### config.mk
export PLATFORM = sky130hd
export DESIGN_NAME = divisor_seq_flat
export DESIGN_NICKNAME = d
export VERILOG_FILES = /design/src/rtl/divisor_seq_if.sv /design/src/rtl/divisor_seq.sv /design/src/flat_wrapper.sv
export SDC_FILE = /design/constraint.sdc
export NUM_CORES = 1
export LEC_CHECK = 0
export BUFFER_PORTS_ARGS = -buffer_cell sky130_fd_sc_hd__buf_2
export CAP_MARGIN = 10
export CORE_ASPECT_RATIO = 1.1
export CORE_MARGIN = 3
export CORE_UTILIZATION = 35
export DETAILED_ROUTE_END_ITERATION = 16
export HOLD_SLACK_MARGIN = 0.06
export PLACE_DENSITY_LB_ADDON = 0.15
export SLEW_MARGIN = 30
export SYNTH_ARGS = -nofsm -noshare
export SYNTH_HDL_FRONTEND = slang
export SYNTH_SLANG_ARGS = --single-unit
### constraint.sdc
create_clock -name CLK -period 3 [get_ports CLK]
set_clock_uncertainty 0.05 [all_clocks]
set_input_delay 0.15 -clock CLK [delete_from_list [all_inputs] [get_ports CLK]]
set_output_delay 0.15 -clock CLK [all_outputs]
set_load 0.01 [all_outputs]
### src/rtl/divisor_seq_if.sv
// Control/status bundle between a burst client and divisor_seq.
// Latency: none (wires only); backpressure: START is only honoured while READY=1.
// The master drives requests and enables; the slave returns status and ticks.
interface divisor_seq_if #(
    parameter int BITS  = 8,
    parameter int NBITS = 8
);
    logic             START;
    logic [BITS-1:0]  PERIODO;
    logic [NBITS-1:0] N_PULSOS;
    logic             CE;
    logic             ABORT;
    logic             READY;
    logic             BUSY;
    logic             TICK;
    logic             DONE;
    logic [NBITS-1:0] CUENTA_PULSOS;

    modport master (
        output START, PERIODO, N_PULSOS, CE, ABORT,
        input  READY, BUSY, TICK, DONE, CUENTA_PULSOS
    );

    modport slave (
        input  START, PERIODO, N_PULSOS, CE, ABORT,
        output READY, BUSY, TICK, DONE, CUENTA_PULSOS
    );
endinterface

### src/rtl/divisor_seq.sv
// Burst sequencer: N single-cycle TICKs, one every PERIODO+1 CE cycles, then DONE.
// Latency: TICK/DONE registered, 1 clk after the terminal CE cycle; START taken only when READY.
// Optional DIVISOR_SEQ_AUTORELOAD_EN: START accepted in FIN for gap-free back-to-back bursts.
module divisor_seq #(
    parameter int BITS  = 8,
    parameter int NBITS = 8
) (
    input  logic          CLK,
    input  logic          RST,
    divisor_seq_if.slave  bus
);

    typedef enum logic [1:0] {
        S_IDLE = 2'd0,
        S_RUN  = 2'd1,
        S_FIN  = 2'd2
    } state_t;

    state_t           state_q, state_d;
    logic [BITS-1:0]  div_q, div_d;
    logic [BITS-1:0]  p_q, p_d;
    logic [NBITS-1:0] n_q, n_d;
    logic [NBITS-1:0] cnt_q, cnt_d;
    logic             tick_q, tick_d;
    logic             done_q, done_d;
    logic [NBITS-1:0] cnt_inc;

    assign cnt_inc = cnt_q + NBITS'(1);

    always_ff @(posedge CLK) begin
        if (!RST) begin
            state_q <= S_IDLE;
            div_q   <= '0;
            p_q     <= '0;
            n_q     <= '0;
            cnt_q   <= '0;
            tick_q  <= 1'b0;
            done_q  <= 1'b0;
        end else begin
            state_q <= state_d;
            div_q   <= div_d;
            p_q     <= p_d;
            n_q     <= n_d;
            cnt_q   <= cnt_d;
            tick_q  <= tick_d;
            done_q  <= done_d;
        end
    end

    always_comb begin
        state_d = state_q;
        div_d   = div_q;
        p_d     = p_q;
        n_d     = n_q;
        cnt_d   = cnt_q;
        tick_d  = 1'b0;
        done_d  = 1'b0;
        case (state_q)
            S_IDLE: begin
                if (bus.START) begin
                    p_d   = bus.PERIODO;
                    n_d   = bus.N_PULSOS;
                    div_d = '0;
                    cnt_d = '0;
                    if (bus.N_PULSOS == '0) begin
                        state_d = S_FIN;
                        done_d  = 1'b1;
                    end else begin
                        state_d = S_RUN;
                    end
                end
            end
            S_RUN: begin
                // ABORT wins over a terminal tick in the same cycle.
                if (bus.ABORT) begin
                    state_d = S_IDLE;
                    div_d   = '0;
                    cnt_d   = '0;
                end else if (bus.CE) begin
                    if (div_q == p_q) begin
                        div_d  = '0;
                        cnt_d  = cnt_inc;
                        tick_d = 1'b1;
                        if (cnt_inc == n_q) begin
                            state_d = S_FIN;
                            done_d  = 1'b1;
                        end
                    end else begin
                        div_d = div_q + BITS'(1);
                    end
                end
            end
            S_FIN: begin
                state_d = S_IDLE;
`ifdef DIVISOR_SEQ_AUTORELOAD_EN
                // The FIN cycle doubles as the first divider cycle of the next
                // burst, so tick spacing stays P+1 across the boundary.
                if (bus.START) begin
                    p_d   = bus.PERIODO;
                    n_d   = bus.N_PULSOS;
                    div_d = '0;
                    cnt_d = '0;
                    if (bus.N_PULSOS == '0) begin
                        state_d = S_FIN;
                        done_d  = 1'b1;
                    end else begin
                        state_d = S_RUN;
                        if (bus.CE) begin
                            if (bus.PERIODO == '0) begin
                                tick_d = 1'b1;
                                cnt_d  = NBITS'(1);
                                if (bus.N_PULSOS == NBITS'(1)) begin
                                    state_d = S_FIN;
                                    done_d  = 1'b1;
                                end
                            end else begin
                                div_d = BITS'(1);
                            end
                        end
                    end
                end
`endif
            end
            default: begin
                state_d = S_IDLE;
            end
        endcase
    end

    always_comb begin
`ifdef DIVISOR_SEQ_AUTORELOAD_EN
        bus.READY = (state_q == S_IDLE) || (state_q == S_FIN);
`else
        bus.READY = (state_q == S_IDLE);
`endif
        bus.BUSY          = (state_q == S_RUN);
        bus.TICK          = tick_q;
        bus.DONE          = done_q;
        bus.CUENTA_PULSOS = cnt_q;
    end

endmodule

### src/flat_wrapper.sv
// flat-port wrapper written by rule: the top's interface ports become plain ports
module divisor_seq_flat 
#(
    parameter int BITS  = 8,
    parameter int NBITS = 8
)
  (CLK, RST, bus_START, bus_PERIODO, bus_N_PULSOS, bus_CE, bus_ABORT, bus_READY, bus_BUSY, bus_TICK, bus_DONE, bus_CUENTA_PULSOS);
  divisor_seq_if #(.BITS(BITS), .NBITS(NBITS)) bus_i ();
  input  logic CLK;
  input  logic RST;
  input wire logic [$bits(bus_i.START)-1:0] bus_START;
  input wire logic [$bits(bus_i.PERIODO)-1:0] bus_PERIODO;
  input wire logic [$bits(bus_i.N_PULSOS)-1:0] bus_N_PULSOS;
  input wire logic [$bits(bus_i.CE)-1:0] bus_CE;
  input wire logic [$bits(bus_i.ABORT)-1:0] bus_ABORT;
  output wire logic [$bits(bus_i.READY)-1:0] bus_READY;
  output wire logic [$bits(bus_i.BUSY)-1:0] bus_BUSY;
  output wire logic [$bits(bus_i.TICK)-1:0] bus_TICK;
  output wire logic [$bits(bus_i.DONE)-1:0] bus_DONE;
  output wire logic [$bits(bus_i.CUENTA_PULSOS)-1:0] bus_CUENTA_PULSOS;
  assign bus_i.START = bus_START;
  assign bus_i.PERIODO = bus_PERIODO;
  assign bus_i.N_PULSOS = bus_N_PULSOS;
  assign bus_i.CE = bus_CE;
  assign bus_i.ABORT = bus_ABORT;
  assign bus_READY = bus_i.READY;
  assign bus_BUSY = bus_i.BUSY;
  assign bus_TICK = bus_i.TICK;
  assign bus_DONE = bus_i.DONE;
  assign bus_CUENTA_PULSOS = bus_i.CUENTA_PULSOS;
  divisor_seq #(.BITS(BITS), .NBITS(NBITS)) u_core (.CLK(CLK), .RST(RST), .bus(bus_i));
endmodule
==> run summary, run 1 <==
status: complete, no violations
largest net degree at the start of global routing: 34
initial antenna violation count: 0
Least-Margin Pin Slew: 0.696 ns
hpwl dp: 3520 microns
Synth Instances: 238
pwr/cell area: 476 mW/mm^2
sequential-to-total area share from yosys stat: 37.0%
vias per cell: 4.97
Worst EP required: 3.17 ns
post-synth top area share: 37.0%
number of enable flip-flop cells after synthesis: 0
Finished Layout Cells: 347
Reg2Reg Capture Point: u_core.bus.DONE
met1 Use GR: 19.8%
Post CTS Setup Buffer Count: 0
R2R depth: 7
WHS: 0.0640 ns
Die H: 84.2 microns
Clock Latency Late Sink: 0.29 ns
Clk pin slew, worst setup/hold paths: 0.08 ns
M3 GR Usage: 3.54%
setup TNS: 0 ns
wire per inst: 13.7 microns
GR Util All Layers: 15.2%
Area Growth Syn to Fin: 20.6%
Main synth FF type: dfxtp_1
Synth area leader: dfxtp_1
final net count: 297
core footprint: 0.00520 sq mm
final core area utilization: 45.1%
worst r2r src: u_core.bus.CUENTA_PULSOS[0]
critical path launch point type: flip-flop
synth top area cells: dfxtp_1, nand2_1, xnor2_1
Max Cap Violations: 0
Crit Path Max Fanout: 10
Final Hold Viols: 0
cells along the critical path: ha_1, nand2b_1, and3b_1, o2111ai_1, nor4b_1, nand4_1, a21boi_1
Remaining DRCs: 0
CTS Buffer Depth: 2
maximum vdd drop: 0.181 mV
DRT Pass-1 Iters: 4
# rows: 27
Antenna Cells: 0
first-pass GRT wire length: 7900 microns
Synth Net Count: 261
Final Cycle Share: 74.4%
Finish-stage setup viols: 0
Distinct cells, synth: 48
layout cells sized above 1: 16.4%
I/O pins: 33
RSZ-0062 raised after global routing: false
busiest layer in global routing: met2
asr flop ratio synth: 0%
crit path to: u_core.bus.DONE
Post-Layout Inst Area: 0.00235 sq mm
#FFs+latches synth: 36
max_slew headroom: 53.6%
root buf cell: clkbuf_8
CTS Buf Count: 5
CP Class: flip-flop to flip-flop
crit path capture type: flip-flop
dpl cells: 332
Mean Syn Cell Area: 8.17 sq um
via count: 1,726
critical path startpoint: u_core.bus.CUENTA_PULSOS[0]
initial detailed-routing violation count: 75
Crit path largest cell delay: 0.45 ns
global placement routability congestion: 0.785
ANT nets after route: 0
min Tclk post-route: 2.23 ns
Cell Area, Placed: 0.00215 sq mm
H-Tree Depth: 2
chip width: 77.1 microns
Initial Utilization: 37.4%
Ys Warns: 0
Fmax: 0.448 GHz
Slew Viols, Final: 0
Die ar.: 0.00649 sq mm
Syn Std Cell Area: 0.00195 sq mm
Min-Delay Path Class: primary input to flip-flop
vias in the first global route: 1,656
Reg2Reg Setup Slack: 0.77 ns
Critical Path AT: 2.40 ns
CTS tree: yes
P_leak: 0.869 nW
GRT overflow: 0
Worst path slowest cell: dfxtp_1
routing usage on met2: 25.0%
Port Buffers: 32
CTS sink count: 36
routed wire length: 4750 microns
logic make-up (layout without fill, tap and decap cells):
family,count (synthesis),after routing,synth area share [%]
multiplexers,1,1,0.514
buffers and inverters,12,49,2.96
AO/OA/AOI/OAI,48,48,17.6
flip-flops,36,36,37.0
XOR/XNOR,22,22,9.90
AND/OR/NAND/NOR,117,117,30.7
adder cells (fa/ha/maj),2,2,1.29
how the worst min path moves through the flow:
stage	slack, ns	endpoint	cells past startpoint	startpoint
3_5_place_dp	0.36	u_core.p_q[3]	3	bus_PERIODO[3]
2_1_floorplan	0.24	u_core.bus.CUENTA_PULSOS[2]	2	RST
3_3_place_gp	0.35	u_core.p_q[4]	3	bus_PERIODO[4]
6_report	0.06	u_core.p_q[7]	3	bus_PERIODO[7]
4_1_cts	0.06	u_core.p_q[7]	3	bus_PERIODO[7]
5_1_grt	0.06	u_core.p_q[7]	3	bus_PERIODO[7]
cell type report:
| class | count | area (sq um) |
|---|---|---|
| Sequential cell | 36 | 721 |
| Clock inverter | 1 | 30.0 |
| Clock buffer | 7 | 96.3 |
| Fill cell | 575 | 2860 |
| Multi-Input combinational cell | 190 | 1170 |
| Tap cell | 72 | 90.1 |
| Inverter | 1 | 3.75 |
| Timing Repair Buffer | 40 | 238 |
flip-flops by register name (all words and copies together), names as in the netlist:
register and flops:
u_core.p_q 8, u_core.div_q 8, u_core.bus.DONE 1, u_core.n_q 8, u_core.state_q 2, u_core.bus.TICK 1, u_core.bus.CUENTA_PULSOS 8
power breakdown:
group / internal (mW) / leakage (nW) / switching, mW
combinational: 0.0613 / 0.512 / 0.0823
sequential: 0.494 / 0.293 / 0.0137
clock: 0.293 / 0.0645 / 0.173
total: 0.848 / 0.869 / 0.269
critical path: cells and delay by family, from the launching register on:
kind / cells / cell delay, ns
AO/OA/AOI/OAI: 2 / 0.36
flip-flops: 1 / 0.45
adder cells (fa/ha/maj): 1 / 0.41
AND/OR/NAND/NOR: 4 / 0.89
stage by stage:
stage / worst slack, ns / total power, mW
3_3_place_gp: 0.799 / 0.655
4_1_cts: 0.766 / 1.13
5_1_grt: 0.604 / 1.17
3_5_place_dp: 0.807 / 0.656
6_report: 0.767 / 1.12
2_1_floorplan: 1.11 / 0.613
per-layer routing:
metal,wire length (microns),share of wire (%)
met5,0,0
met4,55,1.2
met3,149,3.1
met2,2290,48
met1,2260,48
cells in the mapped netlist, drive strengths merged, types with 2 or more instances:
library cell / count
or3: 4
dfxtp: 36
clkbuf: 6
xnor2: 16
o211ai: 2
a21oi: 3
nor2b: 6
ha: 2
and3b: 2
a21boi: 24
and3: 3
nand3b: 2
xor2: 6
nand2: 48
nand4: 8
nand3: 4
and4: 3
o21ai: 7
buf: 5
nor2: 19
or4: 3
nand2b: 5
nor3: 4
a31oi: 3
timing repair:
action	CTS	global route
resized for setup	0	0
endpoints found under the setup margin	0	0
hold buffers	7	0
hold endpoints to repair	7	0
cell usage in the layout, fill, tap and decap left out, types with 2 or more instances in the layout:
master and count:
nand3_1 4, dlygate4sd3_1 7, clkbuf_8 7, or4_1 3, a21oi_1 3, or3_1 4
nand2b_1 5, nor2b_1 6, and3b_1 2, and3_1 3, a21boi_1 7, ha_1 2
o21ai_1 6, dfxtp_1 36, nand3b_1 2, nor2_1 17, o211ai_1 2, nand4_1 8
a21boi_0 17, nor3_1 3, nand2_1 47, xor2_1 6, buf_2 32, a31oi_1 3
and4_1 3, xnor2_1 16
Power figures use the tool's default switching activity.
==> run 2: changes to the inputs <==
- clock period: 3 -> 2.1 ns (I/O delays scaled with it)
==> run 2 against run 1 <==
  * Fmax up 11%
  * Via count up 7.8%
  * Sequential power up 42%
  * Sequential share of layout area down 2.5 points
  * Critical endpoint is now u_core.state_q[0]
==> run summary, run 2 (synthesis gave the netlist of run 1 again) <==
Clk pin slew, worst setup/hold paths: 0.08 ns (about the same)
Remaining DRCs: 0 (unchanged)
# rows: 27 (unchanged)
largest net degree at the start of global routing: 22 (-35%)
CTS sink count: 36 (unchanged)
GR Util All Layers: 16.4% (+1.2 points)
CP Class: flip-flop to flip-flop
vias per cell: 5.02 (+0.85%)
maximum vdd drop: 0.308 mV (+70%)
Final Hold Viols: 0 (unchanged)
P_leak: 0.972 nW (+12%)
share of power burned in registers: 45.5% (about the same)
Fillers: 543 (-5.6%)
critical path launch point type: flip-flop
Hold Path End: u_core.bus.CUENTA_PULSOS[2]
worst r2r src: u_core.bus.CUENTA_PULSOS[1]
CTS Buffer Depth: 2 (unchanged)
DRT Pass-1 Iters: 4 (unchanged)
Area Growth Syn to Fin: 31.8%
Port Buffers: 32 (unchanged)
first-pass GRT wire length: 8650 microns (+9.4%)
I/O pins: 33 (unchanged)
Clk pwr share: 38.4% (-3.3 points)
Final Power: 1.59 mW (+42%)
final net count: 321 (+8.1%)
switching share of power: 25.8% (+1.8 points)
Finish-stage setup viols: 0 (unchanged)
crit path capture type: flip-flop
root buf cell: clkbuf_8
setup TNS: 0 ns (unchanged)
Slew Viols, Final: 0 (unchanged)
cells along the critical path: ha_2, xor2_1, a311oi_2, o2111ai_2, nor4_2, nand4_1, o2111a_1
CTS tree: yes
ANT nets after route: 0 (unchanged)
Crit path largest cell delay: 0.37 ns (-0.08 ns)
Least-Margin Pin Slew: 0.616 ns (-0.0799 ns)
initial antenna violation count: 0 (unchanged)
Fmax: 0.497 GHz (+11%)
status: complete, no violations
Critical Path AT: 2.14 ns (-0.26 ns)
chip width: 77.1 microns (unchanged)
Final Cycle Share: 95.9% (+21 points)
hpwl dp: 3710 microns (+5.5%)
Reg2Reg Capture Point: u_core.state_q[0]
WHS: 0.180 ns (+0.116 ns)
vias in the first global route: 1,830 (+11%)
H-Tree Depth: 2 (unchanged)
Die ar.: 0.00649 sq mm (unchanged)
core footprint: 0.00520 sq mm (unchanged)
Clock Latency Late Sink: 0.29 ns (about the same)
min Tclk post-route: 2.01 ns (-0.219 ns)
sw power: 0.410 mW (+53%)
CTS Buf Count: 5 (unchanged)
routed wire length: 5080 microns (+7.1%)
global placement routability congestion: 0.821 (+4.5%)
Min-Delay Path Class: primary input to flip-flop
Worst EP required: 2.23 ns (-0.94 ns)
via count: 1,861 (+7.8%)
R2R depth: 7 (unchanged)
GRT overflow: 0 (unchanged)
Worst path slowest cell: dfxtp_4
Initial Utilization: 37.4% (unchanged)
Hold Path Depth: 3 (unchanged)
combinational group share of total power: 16.1% (+3.2 points)
hold_sp: RST
commonest cells after routing, fill and taps aside: nand2_1, dfxtp_1, buf_2
layout cells sized above 1: 22.1% (+5.7 points)
max_slew headroom: 58.8% (+5.2 points)
Crit Path Max Fanout: 5 (-5)
final core area utilization: 49.3% (+4.2 points)
Die H: 84.2 microns (unchanged)
Reg2Reg Setup Slack: 0.09 ns (-0.68 ns)
most common cell after layout, fill and taps aside: nand2_1
Max Cap Violations: 0 (unchanged)
Pint: 1.18 mW (+39%)
wire per inst: 13.7 microns (+0.13%)
Antenna Cells: 0 (unchanged)
pwr/cell area: 619 mW/mm^2 (+30%)
initial detailed-routing violation count: 82 (+9.3%)
run 2: worst max path at each step:
stage	startpoint	end	slack, ns	depth (start not counted)
2_1_floorplan	u_core.bus.CUENTA_PULSOS[0]	u_core.bus.DONE	0.21	7
3_3_place_gp	u_core.bus.CUENTA_PULSOS[1]	u_core.bus.DONE	0.16	7
3_5_place_dp	u_core.bus.CUENTA_PULSOS[1]	u_core.state_q[1]	0.09	7
4_1_cts	u_core.bus.CUENTA_PULSOS[1]	u_core.state_q[1]	0.06	7
5_1_grt	u_core.bus.CUENTA_PULSOS[1]	u_core.state_q[0]	-0.04	7
6_report	u_core.bus.CUENTA_PULSOS[1]	u_core.state_q[0]	0.09	7
run 2: layer usage:
metal / share of wire [%] / track usage, % / vias to the layer above
met5: 0 / 0 / -
met4: 0.49 / 3.88 / 0
met3: 3.3 / 3.33 / 4
met2: 51 / 29.0 / 32
met1: 46 / 20.5 / 872
li1: - / - / 953
run 2: metrics by stage:
stage	cells	setup WS, ns	instance area, sq um
6_report	371	0.0867	2560
5_1_grt	371	-0.0410	2560
4_1_cts	371	0.0556	2530
3_5_place_dp	347	0.0895	2260
3_3_place_gp	347	0.156	2260
2_1_floorplan	238	0.207	1950
run 2: critical path, delay by kind of cell (launching register included):
| family | cells | cell delay, ns |
|---|---|---|
| simple gates | 2 | 0.45 |
| xor+xnor | 1 | 0.16 |
| fa+ha+maj | 1 | 0.28 |
| compound gates | 3 | 0.59 |
| flops | 1 | 0.37 |
run 2: layout make-up:
type,count,area (sq um),share of cell area (%)
multi-input cells,190,1190,46.6
flip-flops and latches,36,724,28.2
well taps,72,90.1,3.51
clock inverters,3,42.5,1.66
repair buffers,64,440,17.2
inverters,1,3.75,0.146
clock buffers,5,68.8,2.68
run 2: power groups by stage:
stage / registers, mW / logic (mW) / clock network (mW)
floorplan: 0.736 / 0.140 / 0
global placement: 0.739 / 0.227 / 0
detailed placement: 0.739 / 0.226 / 0
CTS: 0.723 / 0.250 / 0.633
global route: 0.725 / 0.283 / 0.658
finish: 0.722 / 0.256 / 0.609
run 2: what timing repair did:
item,CTS,global route
setup buffers,0,0
setup endpoints to repair,0,3
resized for setup,0,7
hold buffers,16,0
hold endpoints to repair,16,0
==> run 3: changes to the inputs <==
- GPL_TIMING_DRIVEN: default -> 0
==> run 3 against run 2 <==
  * Hold slack worse by 0.016 ns
  * Sequential cell count unchanged
  * Clock power fell by 23%
  * Via count increased by 1.9%
  * Count of clock-buffer cells in the layout increased by 1
  * Largest cell class unchanged
  * Highest routed layer unchanged
==> run summary, run 3 (synthesis gave the netlist of run 1 again) <==
Area Growth Syn to Fin: 30.2%
Pint: 1.06 mW (-10%)
pwr/cell area: 575 mW/mm^2 (-7.1%)
switching share of power: 27.4% (+1.6 points)
core footprint: 0.00520 sq mm (unchanged)
Antenna Cells: 0 (unchanged)
Least-Margin Pin Slew: 0.490 ns (-0.126 ns)
Worst path slowest cell: dfxtp_1
Worst EP required: 2.26 ns (+0.03 ns)
Reg2Reg Capture Point: u_core.bus.DONE
cells along the critical path: xnor2_1, nand4_1, nor2_2, clkbuf_4, nor4b_2, nand4_1, a21boi_1
Slew Viols, Final: 0 (unchanged)
CTS tree: yes
routed wire length: 5200 microns (+2.2%)
global placement routability congestion: 0.802 (-2.4%)
Final Power: 1.46 mW (-8.3%)
chip width: 77.1 microns (unchanged)
Max Cap Violations: 0 (unchanged)
first-pass GRT wire length: 8650 microns (unchanged)
Die ar.: 0.00649 sq mm (unchanged)
CTS sink count: 36 (unchanged)
share of power burned in registers: 49.8% (+4.3 points)
GR Util All Layers: 16.7% (+0.31 points)
Reg2Reg Setup Slack: 0.08 ns (about the same)
Crit Path Max Fanout: 10 (+5)
CP most frequent cell: nand4_1
status: complete, no violations
Min-Delay Path Class: primary input to flip-flop
Final Cycle Share: 96.2% (+0.36 points)
CTS Buffer Depth: 2 (unchanged)
Critical Path AT: 2.18 ns (+0.04 ns)
largest net degree at the start of global routing: 11 (-50%)
Hold Path Depth: 3 (unchanged)
Port Buffers: 32 (unchanged)
GRT overflow: 0 (unchanged)
sw power: 0.399 mW (-2.7%)
min Tclk post-route: 2.02 ns (+0.00758 ns)
R2R depth: 7 (unchanged)
max_slew headroom: 67.3% (+8.5 points)
Finished Layout Cells: 371 (unchanged)
Crit path largest cell delay: 0.40 ns (+0.03 ns)
Cell Area, Placed: 0.00220 sq mm (-2.9%)
initial antenna violation count: 0 (unchanged)
Post-Layout Inst Area: 0.00253 sq mm (-1.3%)
wire per inst: 14.0 microns (+2.2%)
WHS: 0.164 ns (-0.0155 ns)
CP Class: flip-flop to flip-flop
combinational group share of total power: 18.2% (+2.1 points)
dpl cells: 342 (-1.4%)
Final Hold Viols: 0 (unchanged)
via count: 1,896 (+1.9%)
final core area utilization: 48.7% (-0.63 points)
vias per cell: 5.11 (+1.9%)
crit path capture type: flip-flop
Die H: 84.2 microns (unchanged)
CTS Buf Count: 5 (unchanged)
commonest cells after routing, fill and taps aside: nand2_1, buf_2, dfxtp_1
DRT Pass-1 Iters: 4 (unchanged)
Fmax: 0.495 GHz (-0.38%)
maximum vdd drop: 0.342 mV (+11%)
vias in the first global route: 1,807 (-1.3%)
final net count: 322 (+0.31%)
Fillers: 541 (-0.37%)
root buf cell: clkbuf_8
Hold Path End: u_core.state_q[0]
Clk pin slew, worst setup/hold paths: 0.07 ns (about the same)
Clock Latency Late Sink: 0.28 ns (about the same)
hpwl dp: 3710 microns (+0.11%)
most common cell after layout, fill and taps aside: nand2_1
Initial Utilization: 37.4% (unchanged)
Remaining DRCs: 0 (unchanged)
I/O pins: 33 (unchanged)
critical path launch point type: flip-flop
hold_sp: bus_START
worst r2r src: u_core.div_q[4]
layout cells sized above 1: 20.7% (-1.3 points)
ANT nets after route: 0 (unchanged)
H-Tree Depth: 2 (unchanged)
# rows: 27 (unchanged)
initial detailed-routing violation count: 109 (+33%)
Finish-stage setup viols: 0 (unchanged)
P_leak: 0.944 nW (-2.9%)
Clk pwr share: 32.1% (-6.3 points)
[run 3: changes by cell type in the layout (fill, tap and decap cells not counted), sizes merged]
cell,change
bufinv,-1
dlygate4sd3,+1
buf,-8
clkbuf,+9
clkinvlp,-1
[run 3: layout make-up]
| class | instances | area (sq um) | share of cell area [%] |
|---|---|---|---|
| repair buffers | 54 | 368 | 14.5 |
| flip-flops and latches | 36 | 729 | 28.8 |
| plain buffers | 11 | 58.8 | 2.32 |
| clock inverters | 1 | 5.00 | 0.198 |
| inverters | 1 | 3.75 | 0.148 |
| multi-input cells | 190 | 1200 | 47.6 |
| clock buffers | 6 | 72.6 | 2.87 |
| well taps | 72 | 90.1 | 3.56 |
[run 3: worst max path at each step]
stage,startpoint,end
global placement,u_core.bus.CUENTA_PULSOS[0],u_core.bus.DONE
global route,u_core.div_q[4],u_core.bus.DONE
finish,u_core.div_q[4],u_core.bus.DONE
detailed placement,u_core.bus.CUENTA_PULSOS[0],u_core.bus.DONE
floorplan,u_core.bus.CUENTA_PULSOS[0],u_core.bus.DONE
CTS,u_core.div_q[2],u_core.bus.DONE
[run 3: worst max-delay path: cells and delay by family (launching register included)]
kind,cells,cell delay [ns]
AO/OA/AOI/OAI,1,0.17
XOR/XNOR,1,0.15
AND/OR/NAND/NOR,4,0.93
buffers and inverters,1,0.24
flip-flops,1,0.40
[run 3: power by group through the flow]
stage	registers [mW]	logic, mW	clock network (mW)
after global routing	0.728	0.292	0.501
after CTS	0.725	0.235	0.480
final	0.725	0.264	0.467
after global placement	0.741	0.206	0
after detailed placement	0.741	0.207	0
after floorplan	0.736	0.140	0
[run 3: metrics by stage]
stage	setup WS (ns)	setup TNS [ns]
5_1_grt	-0.0160	-0.0282
4_1_cts	0.0121	0
6_report	0.0791	0
3_5_place_dp	-0.125	-0.305
3_3_place_gp	-0.130	-0.333
2_1_floorplan	0.207	0
[run 3: repair_timing]
action                                  4_1_cts  5_1_grt
hold buffers                                 17        0
gates resized for setup                       4        9
cloned                                        0        0
pin swaps                                     1        7
setup buffers                                 0        5
hold endpoints to repair                     17        0
endpoints found under the setup margin        3        9
[run 3: layer usage]
metal	track usage [%]	share of wire (%)	up-vias
li1	-	-	958
met5	0	0	-
met1	21.2	45	879
met2	28.7	50	53
met3	3.33	4.2	6
met4	5.18	1.1	0
